**src/rtl/ps2_pkg.sv**
```systemverilog
// ps2_pkg: shared PS/2 prefix codes and frame-state type for the key decoder.
package ps2_pkg;
  localparam logic [7:0] PS2_PREFIX_EXT = 8'hE0;
  localparam logic [7:0] PS2_PREFIX_BREAK = 8'hF0;
  typedef enum logic [1:0] {IDLE, DATA, PARITY, STOP} ps2_state_e;
endpackage

```
**src/rtl/ps2_edge_filter.sv**
```systemverilog
// ps2_edge_filter: synchronizes raw PS/2 lines, glitch-filters ps2_clk, emits a falling-edge pulse.
// Ports: clk, rst_n (sync, active-low); ps2_clk/ps2_data raw async lines;
//        fall = one-cycle pulse on filtered ps2_clk falling edge; data = synchronized ps2_data.
module ps2_edge_filter #(
  parameter int FILTER_LEN = 8
) (
  input  logic clk,
  input  logic rst_n,
  input  logic ps2_clk,
  input  logic ps2_data,
  output logic fall,
  output logic data
);
  localparam int CW = $clog2(FILTER_LEN + 1);
  logic [1:0] clk_s, dat_s;
  logic level;
  logic [CW-1:0] cnt;
  logic done;
  // the filtered level flips only after FILTER_LEN consecutive samples disagree with it
  assign done = clk_s[1] != level && cnt == CW'(FILTER_LEN - 1);
  assign data = dat_s[1];
  always_ff @(posedge clk) begin
    if (!rst_n) begin
      clk_s <= '0;
      dat_s <= '0;
      level <= 1'b0;
      cnt <= '0;
      fall <= 1'b0;
    end else begin
      clk_s <= {clk_s[0], ps2_clk};
      dat_s <= {dat_s[0], ps2_data};
      cnt <= (clk_s[1] == level || done) ? '0 : cnt + 1'b1;
      level <= done ? clk_s[1] : level;
      fall <= done && level;
    end
  end
endmodule

```
**src/rtl/ps2_key_decoder.sv**
```systemverilog
// ps2_key_decoder: PS/2 keyboard frame receiver with E0/F0 prefix decode and held-key map.
// Ports: clk, rst_n (sync, active-low); ps2_clk/ps2_data raw async lines;
//        last_change/key_extended/key_make updated with one-cycle key_valid pulse;
//        any_key_down = any non-extended code < 80h held; frame_err = one-cycle pulse on discarded frame.
// Macro PS2_PARITY_CHECK_EN: when defined, odd parity is enforced; otherwise the parity bit is ignored.
module ps2_key_decoder
  import ps2_pkg::*;
#(
  parameter int FILTER_LEN = 8,
  parameter int TIMEOUT_CYC = 100000
) (
  input  logic       clk,
  input  logic       rst_n,
  input  logic       ps2_clk,
  input  logic       ps2_data,
  output logic [7:0] last_change,
  output logic       key_extended,
  output logic       key_make,
  output logic       key_valid,
  output logic       any_key_down,
  output logic       frame_err
);
  localparam int TW = $clog2(TIMEOUT_CYC + 1);
  ps2_state_e state, state_d;
  logic fall, data, par, par_ok, timeout, accept, err, ext, brk, is_prefix;
  logic [7:0] shift;
  logic [2:0] bit_cnt;
  logic [TW-1:0] tmo;
  logic [127:0] held;
  ps2_edge_filter #(.FILTER_LEN(FILTER_LEN)) u_filt (
    .clk(clk),
    .rst_n(rst_n),
    .ps2_clk(ps2_clk),
    .ps2_data(ps2_data),
    .fall(fall),
    .data(data)
  );
`ifdef PS2_PARITY_CHECK_EN
  assign par_ok = ^{shift, par};
`else
  // parity bit is captured but never rejects a frame
  assign par_ok = par | 1'b1;
`endif
  assign timeout = state != IDLE && !fall && tmo == TW'(TIMEOUT_CYC - 1);
  assign is_prefix = shift == PS2_PREFIX_EXT || shift == PS2_PREFIX_BREAK;
  always_comb begin
    state_d = state;
    accept = 1'b0;
    err = 1'b0;
    if (timeout) begin
      state_d = IDLE;
      err = 1'b1;
    end else if (fall) begin
      case (state)
        IDLE:    state_d = data ? IDLE : DATA;
        DATA:    state_d = bit_cnt == 3'd7 ? PARITY : DATA;
        PARITY:  state_d = STOP;
        default: begin
          state_d = IDLE;
          accept = data && par_ok;
          err = !(data && par_ok);
        end
      endcase
    end
  end
  always_ff @(posedge clk) begin
    if (!rst_n) begin
      state <= IDLE;
      shift <= '0;
      bit_cnt <= '0;
      par <= 1'b0;
      tmo <= '0;
      ext <= 1'b0;
      brk <= 1'b0;
      held <= '0;
      last_change <= '0;
      key_extended <= 1'b0;
      key_make <= 1'b0;
      key_valid <= 1'b0;
      any_key_down <= 1'b0;
      frame_err <= 1'b0;
    end else begin
      state <= state_d;
      tmo <= (fall || state == IDLE) ? '0 : tmo + 1'b1;
      if (fall && state == IDLE) bit_cnt <= '0;
      if (fall && state == DATA) begin
        shift <= {data, shift[7:1]};
        bit_cnt <= bit_cnt + 1'b1;
      end
      if (fall && state == PARITY) par <= data;
      frame_err <= err;
      key_valid <= accept && !is_prefix;
      any_key_down <= |held;
      if (accept) begin
        if (shift == PS2_PREFIX_EXT) ext <= 1'b1;
        else if (shift == PS2_PREFIX_BREAK) brk <= 1'b1;
        else begin
          last_change <= shift;
          key_extended <= ext;
          key_make <= ~brk;
          ext <= 1'b0;
          brk <= 1'b0;
          if (!ext && !shift[7]) held[shift[6:0]] <= ~brk;
        end
      end
    end
  end
endmodule

```
**config.mk**
```make
export PLATFORM = sky130hd
export DESIGN_NAME = ps2_key_decoder
export DESIGN_NICKNAME = d
export VERILOG_FILES = /design/src/rtl/ps2_pkg.sv /design/src/rtl/ps2_edge_filter.sv /design/src/rtl/ps2_key_decoder.sv
export SDC_FILE = /design/constraint.sdc
export NUM_CORES = 1
export LEC_CHECK = 0
export ABC_AREA = 1
export CAP_MARGIN = 20
export CORE_AREA = 5 5 136 112
export CTS_CLUSTER_SIZE = 28
export DETAILED_ROUTE_END_ITERATION = 10
export DIE_AREA = 0 0 141 117
export GPL_TIMING_DRIVEN = 0
export PLACE_DENSITY = 0.81
export SETUP_SLACK_MARGIN = 0.5
export SLEW_MARGIN = 20
export SYNTH_ARGS = -nofsm -noshare
export SYNTH_HDL_FRONTEND = slang
export SYNTH_SLANG_ARGS = --single-unit
```
**constraint.sdc**
```tcl
create_clock -name clk -period 4.1 [get_ports clk]
set_input_delay 0.615 -clock clk [delete_from_list [all_inputs] [get_ports clk]]
set_output_delay 0.615 -clock clk [all_outputs]
set_load 0.02 [all_outputs]
```
# Word-level counts from Yosys, hierarchy flattened
# Index checks and enable logic that the tools add are counted.
[totals] word_cells=83 inputBits=4 regBits=183 out_inout_bits=13
[classes] reduce_logical=29 n_bitwise=4 n_lt_le_gt_ge=2 n_addsub=3 eq_ne=10 n_mux=17
[op_table] op="bitwise mux 128 bit" count=1
[op_table] op="OR reduction 128 bit" count=1
[op_table] op="adder 17 x 1 -> 17 bit, second input constant" count=1
[op_table] op="== test 17 bit, second input constant" count=1
[op_table] op="== test 8 bit, second input constant" count=2
[op_table] op="two-way mux 1 bit" count=11
[op_table] op="logical AND 1 bit" count=9
[op_table] op="< comparator 7 x 8 -> 1 bit, second input constant" count=1
[op_table] op="demux 1 bit (select 7 bit)" count=1
[op_table] op="greater-or-equal comparator 7 x 1 -> 1 bit, second input constant" count=1
[op_table] op="two-way mux 3 bit" count=2
[op_table] op="case mux 2 bit (3 select lines)" count=1
[op_table] op="OR reduction 2 bit" count=3
[op_table] op="zero test 1 bit" count=5
[op_table] op="adder 4 x 1 -> 4 bit, second input constant" count=1
[op_table] op="== test 4 x 3 -> 1 bit, second input constant" count=1
[op_table] op="inverter 1 bit" count=4
[op_table] op="AND reduction 2 bit" count=2
[op_table] op="AND reduction 4 bit" count=1
[op_table] op="nonzero test 2 bit" count=2
[op_table] op="adder 3 x 1 -> 3 bit, second input constant" count=1
[op_table] op="== test 3 bit, second input constant" count=1
[op_table] op="logical OR 1 bit" count=3
[op_table] op="AND reduction 3 bit" count=1
[op_table] op="8 further kinds" count=8

# Longest topological paths before layout
[logic_depth] ltp_word=6 depth_mapped=8 ltp_nobuf=8

# By module
# A second synthesis with hierarchy kept.
[unflattened] cells_unflattened=1302 area_unflattened_um2=8496.9
[modules_own_cells] module="ps2_key_decoder" area_each_um2=8136.6 cells_each=1258 seq_area_each_um2=3463.3 n_inst=1
[modules_own_cells] module="ps2_edge_filter" area_each_um2=360.3 cells_each=44 seq_area_each_um2=200.2 n_inst=1

# Worst setup path after synthesis
# OpenSTA, ideal clock, no wires.
[synth_path] path_type="register to register" start="reg u_filt.fall" end="reg held[78]" setup_ns=0.118 stages_incl_launch_ff=8 synth_period_minus_slack_ns=1.451 path_buffers=2 arrival_ns=1.333 path_slack_ns=2.649 required_time_ns=3.982 path_cell_list="dfxtp_1 inv_2 nor3_4 nand3_2 buf_4 clkbuf_1 nor3_1 nor2_1"
[synth_between] elab_chain_cells=5 elab_cells_between_ends=6 classes_between="mux: 2; reduce/logical: 4"
[synth_rtl] element="from (decl)" line_no="ps2_edge_filter.sv:11" source="output logic fall,"
[synth_rtl] element="from (signal assigned)" line_no="ps2_edge_filter.sv:34" source="fall <= done && level;"
[synth_rtl] element="zero test 1 bit" line_no="ps2_key_decoder.sv:44" source="assign timeout = state != IDLE && !fall && tmo == TW'(TIMEOUT_CYC - 1);"
[synth_rtl] element="logical AND 1 bit (2 in series)" line_no="ps2_key_decoder.sv:44"
[synth_rtl] element="two-way mux 1 bit *" line_no="ps2_key_decoder.sv:50" source="if (timeout) begin"
[synth_rtl] element="AND reduction 4 bit (no line) *"
[synth_rtl] element="to (signal, indexed assignment)" line_no="ps2_key_decoder.sv:103" source="if (!ext && !shift[7]) held[shift[6:0]] <= ~brk;"
[synth_rtl] element="to (decl)" line_no="ps2_key_decoder.sv:29" source="logic [127:0] held;"
# Every way passes the cells marked *; elsewhere a longest branch is shown, timed or not.
# A chain may end at the register's enable or synchronous reset.

# Final worst setup path
[layout_path] start="reg shift[0]" end="reg held[127]"
[layout_between] elab_chain_cells=5 elab_cells_between_ends=11 classes_between="order compare: 2; eq/ne: 2; mux: 3; bitwise: 2; reduce/logical: 2"
[layout_rtl] element="from (decl)" line_no="ps2_key_decoder.sv:26" source="logic [7:0] shift;"
[layout_rtl] element="from (signal assigned)" line_no="ps2_key_decoder.sv:87" source="shift <= {data, shift[7:1]};"
[layout_rtl] element="< comparator 7 x 8 -> 1 bit (not written as such) / greater-or-equal comparator 7 x 1 -> 1 bit (equally long branches)" line_no="ps2_key_decoder.sv:103"
[layout_rtl] element="logical AND 1 bit (not written as such)" line_no="ps2_key_decoder.sv:103"
[layout_rtl] element="two-way mux 1 bit (not written as such)" line_no="ps2_key_decoder.sv:103"
[layout_rtl] element="demux 1 bit (select 7 bit)" line_no="ps2_key_decoder.sv:103"
[layout_rtl] element="bitwise mux 128 bit" line_no="ps2_key_decoder.sv:103"
# Parallel ways exist; a longest one is shown, timed or not.

==> impl_metrics.toml <==
[floorplan]
die_h_um = 117
die_x_um = 141
rows = 39
die_area_mm2 = 0.0165
ioPinCount = 17
initial_utilization = 0.613
coreArea_mm2 = 0.0139

[clock_tree]
cts_buffer_depth = 2
ctsHtreeMaxLevel = 4
cts.sinks = 183
worstSkewPairLatency_ps = 450
cts_root_buffer = "clkbuf_16"
numCtsBuffers = 17
cts-resized-gates = 0
path_clk_slew_ps = 70
postCtsSetupRepairBufs = 0
cts_tree = "built"
cts_hold_buf = 0

[pwr]
p_leak_uw = 0.00355
swShare = 0.207
pwr-share-comb = 0.011
total_power_uw = 3710
vdd_drop_max_v = 0.000300
p_seq_frac = 0.480
power_density_mw_per_mm2 = 387
p_int_uw = 2940
pwr-share-clk = 0.509
power.switching_uw = 766

[setup_path]
slowest_stage = "clkbuf_1"
rr_endpoint = "held[127]"
required_ps = 4480
critPathMaxStageDelay_ps = 660
worst-path-buf-inv = 3
r2r_cells = 8
critPathMaxFanout = 10
cp_top_family = "buffers and inverters"
worstSetupEndpointType = "flop"
arrival_ps = 2480
timing.critical_path.mode_cell = "nor2_1"
start_kind = "flop"
path_cells = "buf_4 -> nand3_1 -> inv_1 -> clkbuf_1 -> nand2_1 -> nor2_1 -> o21ai_0 -> nor2_1"
ff2ff_setup_slack_ps = 2000
reg2reg_from = "shift[0]"
critical_path_class = "reg2reg"

[timing]
timing.final.crit_share = 0.512
hold_viol = 0
max_slew.worst_pin.slew_ps = 811
hold_slack_ps = 415
finClkSkew_ps = 10.2
maxSlewViolCount = 0
min_period_ps = 2100
fin_setup_tns_ps = 0
max_slew_margin = 0.459
setup_violations = 0
rsz0062_at_grt = "no"
max_freq_mhz = 477

[routing]
dr.pass1.iters = 8
wl_per_cell_um = 14.6
vias = 8533
drt-initial-drc-count = 871
drc = 0
viasPerCell = 5.59
drt-total-wl_um = 22200
ant_nets = 0

[run]
drv_cap = 0

[synthesis]
seq_area_frac_synth = 0.431
syn-num-nets = 1302
netlist_area_mm2 = 0.00850
synth-edff-count = 0
synth_area_per_cell_um2 = 6.57
synth-seq-cells = 183
ys_warn_count = 0
synthCells = 1294
synthArstFlopShare = 0
yosysUniqueCellTypes = 27
synthFlopType = "dfxtp_1"

[hold_path]
holdPathStages = 2
hold_path.startpoint = "u_filt.dat_s[0]"
min_to = "u_filt.dat_s[1]"
hold_path.class = "reg2reg"

[status]
status = "complete, no violations"

[final_layout]
drive_gt1_frac = 0.0596
final_cell_area_mm2 = 0.00956
fill_cells = 1184
nets = 1337
layout.cells.non_filler = 1526
area_growth_pct = 12.5
n_antenna_cell = 0

[global_routing]
grt_max_degree = 17
grt_pass1_wl_um = 36100
track_usage = 0.270
antenna_found_initial = 0
grt_overflow = 0
grt_pass1_vias = 7410

[place]
place_area_mm2 = 0.00889
dp.cells = 1494
io_buffers = 16
gp_congestion = 0.897
dp_hpwl_um = 14400
==> state kept, by name, summed over array words and instances, names as in the netlist, 2 cells and up <==
name          cells
held            128
tmo              17
last_change       8
shift             8
u_filt.cnt        4
bit_cnt           3
state             2
u_filt.clk_s      2
u_filt.dat_s      2
==> tightest hold or removal path, delay by kind of cell (launching register included) <==
kind / cells / cell delay [ps]
DFF: 1 / 310
and+or+nand+nor: 1 / 50
buffers and inverters: 1 / 40
==> metal layers <==
| layer | global-route usage | wire length, um |
|---|---|---|
| met5 | 0 | 0 |
| met4 | 0.0923 | 345 |
| met3 | 0.0479 | 1950 |
| met2 | 0.425 | 9770 |
| met1 | 0.380 | 10200 |
==> logic make-up after synthesis <==
kind of cell    after synthesis  synth area share
xor+xnor                      4           0.00412
compound gates              175             0.103
simple gates                808             0.396
flops                       183             0.431
fa+ha+maj                     4           0.00589
buf+inv                     120            0.0593
==> stage by stage <==
stage	setup slack, ps	util
3_3_place_gp	1720	0.641
3_5_place_dp	1680	0.641
4_1_cts	2040	0.690
6_report	2000	0.690
5_1_grt	1920	0.690
2_1_floorplan	2650	-
==> layout make-up <==
type / instances / area (um2) / area share
buffer: 72 / 324 / 0.0339
multi-input combinational: 991 / 4330 / 0.453
inverter: 48 / 180 / 0.0188
sequential: 183 / 3660 / 0.383
timing repair buffer: 16 / 160 / 0.0167
tap: 184 / 230 / 0.0241
clock buffer: 18 / 429 / 0.0449
clock inverter: 14 / 245 / 0.0256
==> cells in the final DEF, fill, tap and decap left out, types with 3 or more instances in the layout <==
master           count
bufinv_16            6
clkinv_4             4
dfxtp_1            183
ha_1                 4
inv_2                3
o21ai_1             80
buf_1                3
buf_2               28
o21ai_0             55
inv_1               45
a21oi_1             38
nor2_1             392
nand2_1            236
nor3_1             124
nand4_1              6
clkdlybuf4s50_1     16
nand3_1             33
clkbuf_16           17
clkbuf_1            37
nor3_4               7
buf_4                5
or2_2                3
==> power by group through the flow <==
stage	clock (uW)	combinational (uW)	sequential (uW)
detailed placement	0	40.0	1820
CTS	1900	40.4	1780
finish	1880	41.3	1780
floorplan	0	25.7	1820
global placement	0	39.7	1820
global route	1970	45.0	1780
==> worst max-delay path by stage <==
stage | from | endpoint | slack [ps] | depth (start not counted)
finish | shift[0] | held[127] | 2000 | 8
global placement | rst_n | held[98] | 1720 | 5
global route | shift[1] | held[127] | 1920 | 8
detailed placement | rst_n | held[40] | 1680 | 5
CTS | last_change[5] | last_change[5] | 2040 | 1
floorplan | u_filt.fall | held[78] | 2650 | 7
==> cell usage after synthesis (6+ instances only) <==
cell type,instances,area [um2]
nor3_4,7,114
nor3_1,124,621
buf_2,28,140
o21ai_0,55,275
nor2_1,392,1470
inv_1,45,169
clkbuf_1,36,135
dfxtp_1,183,3660
a21oi_1,38,190
nand3_1,33,165
nand2_1,236,886
o21ai_1,80,400
nand4_1,6,37.5
(Power assumes the default switching activity.)
==> edit (same flow settings) <==
Register the output `frame_err` once more, with the module's reset; this adds one clock of latency there. The other outputs are not delayed to match. Comments in the files are not updated.
--- a/src/rtl/ps2_key_decoder.sv
+++ b/src/rtl/ps2_key_decoder.sv
@@ -23,2 +23,4 @@
   localparam int TW = $clog2(TIMEOUT_CYC + 1);
+
+  logic frame_err_s0;
   ps2_state_e state, state_d;
@@ -80,3 +82,3 @@
       any_key_down <= 1'b0;
-      frame_err <= 1'b0;
+      frame_err_s0 <= 1'b0;
     end else begin
@@ -90,3 +92,3 @@
       if (fall && state == PARITY) par <= data;
-      frame_err <= err;
+      frame_err_s0 <= err;
       key_valid <= accept && !is_prefix;
@@ -107,2 +109,10 @@
   end
+  always_ff @(posedge clk) begin
+    if (!rst_n) begin
+      frame_err <= '0;
+    end else begin
+      frame_err <= frame_err_s0;
+    end
+  end
+
 endmodule
Formal check against the unedited RTL: no difference found for any inputs over 4 cycles, from zero or initial values and one cycle with rst_n low; that may be too few to reach the edited logic, so the function may still have changed.
==> edit against the unedited design <==
Cell area fell by 0.94%. Routed wire length down 3.6%. Register-to-register slack improved by 20 ps. Via count decreased by 0.69%. Combinational power about the same. Synthesized area up 0.28%. First-iteration DRC count down 11%. Maximum frequency increased by 0.57%. Sequential cell count grew 1. Power fell by 8.2%. Count of clock-buffer cells in the layout is the same. Setup slack gained 12 ps. Critical path type is now input pin to flop. Largest power group is now registers.
==> edit: results (changes against the unedited design) <==
- Xor/xnor cell area share of the yosys netlist: 0.4110% (-0.0011 points)
- GRT Total Usage: 26.59% (-0.43 points)
- Multiplexer area fraction after synthesis: 0% (unchanged)
- Layout cells sized above 1: 5.738% (-0.22 points)
- Post-CTS Repair Setup Buffers: 0 (unchanged)
- Antenna fix cells: 0 (unchanged)
- Number of global-route vias before repair: 7451 (+0.55%)
- Status: completed
- Final Skew: 7.948 ps (-2.244 ps)
- Yosys warning count: 0 (unchanged)
- Hold Path Class: flop to flop
- Final nets: 1339 (+0.15%)
- Dpl cells: 1496 (+0.13%)
- CTS buffer count: 17 (unchanged)
- Post-CTS Resized: 0 (unchanged)
- CTS HTree Levels: 4 (unchanged)
- Placed Area: 8914 um2 (+0.27%)
- Post-synthesis sequential area ratio: 43.22% (+0.11 points)
- Insertion delay to the later sink of the worst-skew pair: 430 ps (-20 ps)
- Mean Syn Cell Area: 6.577 um2 (+0.12%)
- Lkg Pwr: 0.003499 uW (-1.3%)
- DR vias: 8474 (-0.69%)
- Post-Synth Adder-Cell Area: 0.5872% (-0.0016 points)
- Psw: 711.0 uW (-7.1%)
- Initial DRT Pass Iterations: 6 (-2)
- Post-synth cell types: 25 (-7.4%)
- Initial antenna violation count: 0 (unchanged)
- Post-synth top cells: nor2_1, nand2_1, dfxtp_1
- Synth area leaders: dfxtp_1, nor2_1, nand2_1
- Global placer's final weighted congestion: 0.8783 (-2.1%)
- Die ar.: 16500 um2 (unchanged)
- P&R area growth vs syn: 11.16%
- Starting DRC count in detailed routing: 777 (-11%)
- Detailed placement HPWL: 14120 um (-1.7%)
- Flops & latches, synth: 184 (+0.55%)
- Drt wl/cell: 14.03 um (-3.6%)
- First-pass GRT wire length: 35740 um (-1.1%)
- Hold-critical path depth: 2 (unchanged)
- Number of fill cells: 1173 (-0.93%)
- Worst VDD drop: 392.4 uV (+31%)
- Detailed Route WL: 21410 um (-3.6%)
- Worst EP arrival: 2450 ps (-30 ps)
- Compound-Gate Fraction of Synth Area: 10.32% (-0.014 points)
- Crit Path Max Fanout: 10 (unchanged)
- Worst slew pin tran: 735.1 ps (-75.73 ps)
- R2R depth: 8 (unchanged)
[edit: changes by cell type after synthesis]
cell / change
a21oi_1: -1
a31oi_1: +1
buf_2: +1
buf_4: -1
dfxtp_1: +1
nand3_1: +1
nor2_1: +2
nor2_2: -1
nor3_2: -1
nor3_4: +1
nor3b_1: -1
[edit: per-layer routing]
| layer | global-route usage, % | wire length [um] | part of all wire (%) | up-vias |
|---|---|---|---|---|
| li1 | - | - | - | 4274 |
| met1 | 36.36 | 9654 | 45 | 3820 |
| met2 | 42.79 | 9547 | 45 | 346 |
| met3 | 6.093 | 1845 | 8.6 | 34 |
| met4 | 7.489 | 366 | 1.7 | 0 |
| met5 | 0 | 0 | 0 | - |
[edit: final cells by class]
cell class,instances,share of cell area (%)
Multi-Input combinational cell,992,45.79
Timing Repair Buffer,16,1.690
Sequential cell,184,38.88
Tap cell,184,2.430
Inverter,48,1.902
Buffer,72,3.394
Clock inverter,12,1.387
Clock buffer,18,4.530
[edit: path summary, 6_finish.rpt]
check	startpoint	endpoint	slack (ps)
worst max register to register	shift[0]$_SDFFE_PN0P_	held[27]$_SDFFE_PN0P_	2020
worst max-delay path	rst_n	held[80]$_SDFFE_PN0P_	2010
worst min register to register	u_filt.dat_s[0]$_SDFF_PN0_	u_filt.dat_s[1]$_SDFF_PN0_	430
worst min-delay path	u_filt.dat_s[0]$_SDFF_PN0_	u_filt.dat_s[1]$_SDFF_PN0_	430
[edit: metrics by stage]
| step | worst slack (ps) | power (uW) | util [%] | hold slack, ps |
|---|---|---|---|---|
| 6_report | 2014 | 3400 | 68.36 | 425.7 |
| 5_1_grt | 1849 | 3503 | 68.36 | 445.8 |
| 4_1_cts | 2042 | 3414 | 68.36 | 431.6 |
| 3_5_place_dp | 1622 | 1871 | 64.32 | 411.2 |
| 3_3_place_gp | 1666 | 1871 | 64.32 | 398.7 |
| 2_1_floorplan | 2640 | 1856 | - | 390.5 |
[edit: logic make-up (layout without fill, tap and decap cells)]
group / count (synthesis) / in the layout
AO/OA/AOI/OAI: 175 / 175
buffers and inverters: 120 / 166
AND/OR/NAND/NOR: 809 / 809
XOR/XNOR: 4 / 4
adder cells (fa/ha/maj): 4 / 4
flip-flops: 184 / 184
[edit: worst max-delay path: stages]
cell and delay [ps]:
clkdlybuf4s50_1 560, clkbuf_1 590, clkbuf_1 370, o21ai_0 170, nor2_1 130
[edit: power by group through the flow]
| stage | logic [uW] | registers (uW) | clock network (uW) |
|---|---|---|---|
| final | 41.4 | 1790 | 1570 |
| after global routing | 45.6 | 1790 | 1670 |
| after CTS | 40.8 | 1790 | 1580 |
| after detailed placement | 40.7 | 1830 | 0 |
| after global placement | 40.4 | 1830 | 0 |
| after floorplan | 25.6 | 1830 | 0 |
